`src/rtl/vga_scan_out.sv`:
```
// Raster timing generator and final pixel output stage for a 640x480 VGA display.
// It produces addresses for the renderer and applies the mask, blanking and sync with one slot of latency.
module vga_scan_out #(
    parameter int DIV      = 4,
    parameter int H_VIS    = 640,
    parameter int H_FP     = 16,
    parameter int H_SYNC   = 96,
    parameter int H_BP     = 48,
    parameter int V_VIS    = 480,
    parameter int V_FP     = 10,
    parameter int V_SYNC   = 2,
    parameter int V_BP     = 33,
    parameter int SYNC_POL = 0
) (
    input  logic        clk,
    input  logic        rst,
    input  logic [11:0] pixel_in,
    input  logic [11:0] mask_in,
    output logic [8:0]  row_addr,
    output logic [9:0]  col_addr,
    output logic        rdn,
    output logic        clk_frame,
    output logic [3:0]  vga_r,
    output logic [3:0]  vga_g,
    output logic [3:0]  vga_b,
    output logic        hs,
    output logic        vs
);

    localparam int H_TOTAL  = H_VIS + H_FP + H_SYNC + H_BP;
    localparam int V_TOTAL  = V_VIS + V_FP + V_SYNC + V_BP;
    localparam int HS_START = H_VIS + H_FP;
    localparam int HS_END   = HS_START + H_SYNC - 1;
    localparam int VS_START = V_VIS + V_FP;
    localparam int VS_END   = VS_START + V_SYNC - 1;
    localparam int DIV_W    = $clog2(DIV);
    localparam logic SYNC_ACT  = (SYNC_POL != 0);
    localparam logic SYNC_IDLE = (SYNC_POL == 0);

    logic [DIV_W-1:0] div_cnt;
    logic             pix_en;
    logic [9:0]       h_cnt;
    logic [9:0]       v_cnt;
    logic             h_last;
    logic             v_last;
    logic             in_vis;
    logic             in_hsync;
    logic             in_vsync;
    logic             in_vblank;
    logic             hsync_p0;
    logic             vsync_p0;

    function automatic logic [11:0] blank_mask(input logic [11:0] pix,
                                               input logic [11:0] msk,
                                               input logic        blank);
        return blank ? 12'h000 : (pix & msk);
    endfunction

    // h_cnt/v_cnt hold the position of the slot that starts at the next pix_en.
    always_comb begin
        pix_en    = (div_cnt == DIV_W'(DIV - 1));
        h_last    = (h_cnt == 10'(H_TOTAL - 1));
        v_last    = (v_cnt == 10'(V_TOTAL - 1));
        in_vis    = (h_cnt < 10'(H_VIS)) && (v_cnt < 10'(V_VIS));
        in_hsync  = (h_cnt >= 10'(HS_START)) && (h_cnt <= 10'(HS_END));
        in_vsync  = (v_cnt >= 10'(VS_START)) && (v_cnt <= 10'(VS_END));
        in_vblank = (v_cnt >= 10'(V_VIS));
    end

    always_ff @(posedge clk or posedge rst) begin
        if (rst) begin
            div_cnt <= '0;
        end else if (pix_en) begin
            div_cnt <= '0;
        end else begin
            div_cnt <= div_cnt + 1'b1;
        end
    end

    always_ff @(posedge clk or posedge rst) begin
        if (rst) begin
            h_cnt <= '0;
            v_cnt <= '0;
        end else if (pix_en) begin
            h_cnt <= h_last ? 10'd0 : h_cnt + 10'd1;
            if (h_last) begin
                v_cnt <= v_last ? 10'd0 : v_cnt + 10'd1;
            end
        end
    end

    // Stage p0: slot k address, enable, sync flags and frame pacing
    always_ff @(posedge clk or posedge rst) begin
        if (rst) begin
            col_addr  <= '0;
            row_addr  <= '0;
            rdn       <= 1'b1;
            hsync_p0  <= 1'b0;
            vsync_p0  <= 1'b0;
            clk_frame <= 1'b0;
        end else if (pix_en) begin
            col_addr  <= h_cnt;
            row_addr  <= v_cnt[8:0];
            rdn       <= ~in_vis;
            hsync_p0  <= in_hsync;
            vsync_p0  <= in_vsync;
            clk_frame <= in_vblank;
        end
    end

    // Stage p1: pixel for slot k and its sync, driven during slot k+1
    always_ff @(posedge clk or posedge rst) begin
        if (rst) begin
            {vga_r, vga_g, vga_b} <= 12'h000;
            hs                    <= SYNC_IDLE;
            vs                    <= SYNC_IDLE;
        end else if (pix_en) begin
            {vga_r, vga_g, vga_b} <= blank_mask(pixel_in, mask_in, rdn);
            hs                    <= hsync_p0 ? SYNC_ACT : SYNC_IDLE;
            vs                    <= vsync_p0 ? SYNC_ACT : SYNC_IDLE;
        end
    end

endmodule

```
`config.mk`:
```
export PLATFORM = sky130hd
export DESIGN_NAME = vga_scan_out
export DESIGN_NICKNAME = d
export VERILOG_FILES = /design/src/rtl/vga_scan_out.sv
export SDC_FILE = /design/constraint.sdc
export NUM_CORES = 1
export LEC_CHECK = 0
export CELL_PAD_IN_SITES_DETAIL_PLACEMENT = 1
export CELL_PAD_IN_SITES_GLOBAL_PLACEMENT = 2
export CORE_ASPECT_RATIO = 0.7
export CORE_MARGIN = 10
export CORE_UTILIZATION = 29
export CTS_CLUSTER_DIAMETER = 50
export DETAILED_ROUTE_END_ITERATION = 8
export GPL_ROUTABILITY_DRIVEN = 0
export HOLD_SLACK_MARGIN = 0.02
export PLACE_DENSITY_LB_ADDON = 0.1
export SYNTH_ARGS = -nofsm -noshare
export SYNTH_HDL_FRONTEND = slang
export SYNTH_SLANG_ARGS = --single-unit
```
`constraint.sdc`:
```
create_clock -name clk -period 1.8 [get_ports clk]
set_input_delay 0.18 -clock clk [delete_from_list [all_inputs] [get_ports clk]]
set_output_delay 0.18 -clock clk [all_outputs]
set_load 0.05 [all_outputs]
```
==> out/qor.txt <==
Worst path buffer plus inverter count: 1
Max_cap viols: 0
EDFF count, synth: 0
Critical Path, Cell by Cell: clkdlybuf4s50_1
VDD IR max: 0.644 mV
Max-slew violation count: 0
Worst-Margin Slew: 0.536 ns
Metal1 wirelength: 3.59 mm
Final hold viol count: 0
Hold_buf cts: 0
CORE AREA: 0.00862 mm^2
#FFs+latches synth: 59
RSZ-0062 raised after global routing: false
Outcome: finished clean
Reg2Reg Depth: 6
CTS Buf Count: 9
Drt initial violations: 77
WL final: 7.29 mm
Die Footprint: 0.0133 mm^2
Vias per Instance: 4.60
DIE WIDTH: 134 um
Util after Layout: 0.450
Biggest area consumer among synthesized cells: dfrtp_1
Die extent in y: 99.6 um
Cts repair resizes: 0
Share of the synthesized area in the top cell type: 0.534
Largest net degree at the start of global routing: 38
Row Count: 28
Synthesized cell area: 0.00263 mm^2
Power Density: 878 mW/mm^2
CTS clk-pin slew, worst paths: 0.05 ns
# DRC: 0
Fraction of layout cells with a size suffix above 1: 0.250
Max Used Layer: met4
CP max-delay cell: clkdlybuf4s50_1
# Post-CTS Setup Buffers: 0
First-pass GRT wire length: 12.2 mm
H-tree depth: 3
Initial core utilization: 0.305
Crit path DAT: 1.51 ns
Crit path max fanout: 2
CTS tree: done
Dpl cell area: 0.00352 mm^2
CTS root buf: clkbuf_16
Vias: 2024
Total congestion overflow: 0
Worst Path Required: 1.62 ns
1st-pass router iterations: 4
PortBufs: 60
Antenna-violating nets left: 0
Fin crit share: 0.939
Startpoint Class: register
WL met2: 3.21 mm
Worst skew pair latency: 0.33 ns
Hold WS: 0.221 ns
Post-Syn Nets: 261
Initial antenna violation count: 0
Dominant cells by area after synthesis: dfrtp_1 (53%), mux2_2 (9.4%), dfstp_2 (3.0%), ha_1 (2.9%), inv_1 (2.9%)
Crit path depth: 1
Hold Path Class: in2async
Ys async rst share: 1.00
Family with the most delay on the worst path: buffers and inverters
Top-count cell post-synth: dfrtp_1
Routed wl met3: 415 um
Pre-CTS WS: 0.0528 ns
Yosys cell types: 39
Lkg Pwr: 1.74 nW
Slowest Stage Delay on Critical Path: 0.82 ns
Mapped Cells: 229
CTS sink cnt: 59
GRT Total Usage: 0.118
Post-Syn Area per Cell: 11.5 um^2
Final setup fails: 0
Main synth FF type: dfrtp_1
DR WL/cell: 16.6 um
Number of global-route vias before repair: 2169
Crit Path Category: reg2out
Post-DP HPWL: 5.42 mm
Final setup margin: 0.111 ns
Headroom to the max-slew limit: 0.642
Cell area after layout: 0.00388 mm^2
Yosys warns: 0
Final #Nets: 347
Clock buffer depth: 2
Most instantiated cells after synthesis: dfrtp_1 (56), mux2_2 (22), inv_1 (20)
N_diodes: 0
Clock skew: 0.00382 ns
CP endpoint kind: primary output
# IOs: 61
Sequential share of the synthesized area: 0.564
Fmax: 592 MHz
Area delta synth->final: 47.8%
Final min period: 1.69 ns
[per-stage QoR]
step	power [mW]	std cells	setup TNS [ns]
global route	3.57	440	0
CTS	3.47	440	0
floorplan	1.45	229	-0.00255
detailed placement	1.57	424	0
global placement	1.56	424	0
finish	3.41	440	0
[cell type report]
cell class                 count  area, um^2
sequential                    59        1480
clock buffer                  11         253
tap                          120         150
inverter                      20        75.1
fill                         952        4740
clock inverter                 5        75.1
multi-input combinational    139        1050
timing repair buffer          86         796
[cells by family (layout without fill, tap and decap cells)]
group	after synthesis	after routing	share of synthesized area
simple gates	72	72	0.160
flops	59	59	0.564
buf+inv	31	122	0.0520
compound gates	26	26	0.0582
mux	22	22	0.0944
xor+xnor	13	13	0.0434
fa+ha+maj	6	6	0.0286
[report_power, final]
group / internal [mW] / switching (mW) / leakage [nW] / total, mW
combinational: 0.0862 / 0.103 / 0.802 / 0.189
clock: 1.28 / 0.591 / 0.165 / 1.87
sequential: 1.34 / 0.00713 / 0.771 / 1.35
[metal layers]
| layer | up-vias | global-route usage |
|---|---|---|
| li1 | 972 | - |
| met1 | 1000 | 0.151 |
| met2 | 45 | 0.169 |
| met3 | 7 | 0.0638 |
| met4 | 0 | 0.0317 |
| met5 | - | 0 |
[flip-flops by register name (all words and copies together), names as in the netlist]
register / cells
row_addr: 9
h_cnt: 10
hsync_p0: 1
div_cnt: 2
col_addr: 10
clk_frame: 1
rdn: 1
vga_b: 4
vs: 1
hs: 1
v_cnt: 10
vga_g: 4
vga_r: 4
vsync_p0: 1
[placed cells by master, fill, tap and decap left out, types with 2 or more instances in the layout]
master | synthesis | layout
mux2_2 | 22 | 22
xor2_1 | 5 | 5
clkbuf_8 | 1 | 2
nand2_1 | 11 | 11
clkbuf_16 | 0 | 9
buf_4 | 0 | 30
nor3_1 | 5 | 5
nor4b_1 | 2 | 2
dfrtp_1 | 56 | 56
inv_1 | 20 | 19
clkdlybuf4s50_1 | 0 | 55
ha_1 | 6 | 4
dfstp_2 | 3 | 3
o21ai_0 | 13 | 13
o22ai_1 | 6 | 6
bufinv_16 | 0 | 2
clkinv_2 | 0 | 3
nand3_1 | 11 | 11
nand4b_1 | 8 | 8
nor4_1 | 3 | 2
and3_1 | 3 | 3
xnor2_1 | 8 | 8
nor2_1 | 15 | 14
nand4_1 | 4 | 4
a21oi_1 | 2 | 2
[path summary, 6_finish.rpt]
path / startpoint / end / slack [ns]
setup reg to reg: h_cnt[1] / v_cnt[7] / 0.12
max in group asynchronous: rst / v_cnt[3] / 1.04
hold / removal: rst / vga_r[1] / 0.22
min in group clk: pixel_in[9] / vga_r[1] / 0.40
hold reg to reg: div_cnt[0] / div_cnt[0] / 0.43
setup / recovery: col_addr[1] / col_addr[1] / 0.11
Power figures use the tool's default switching activity.
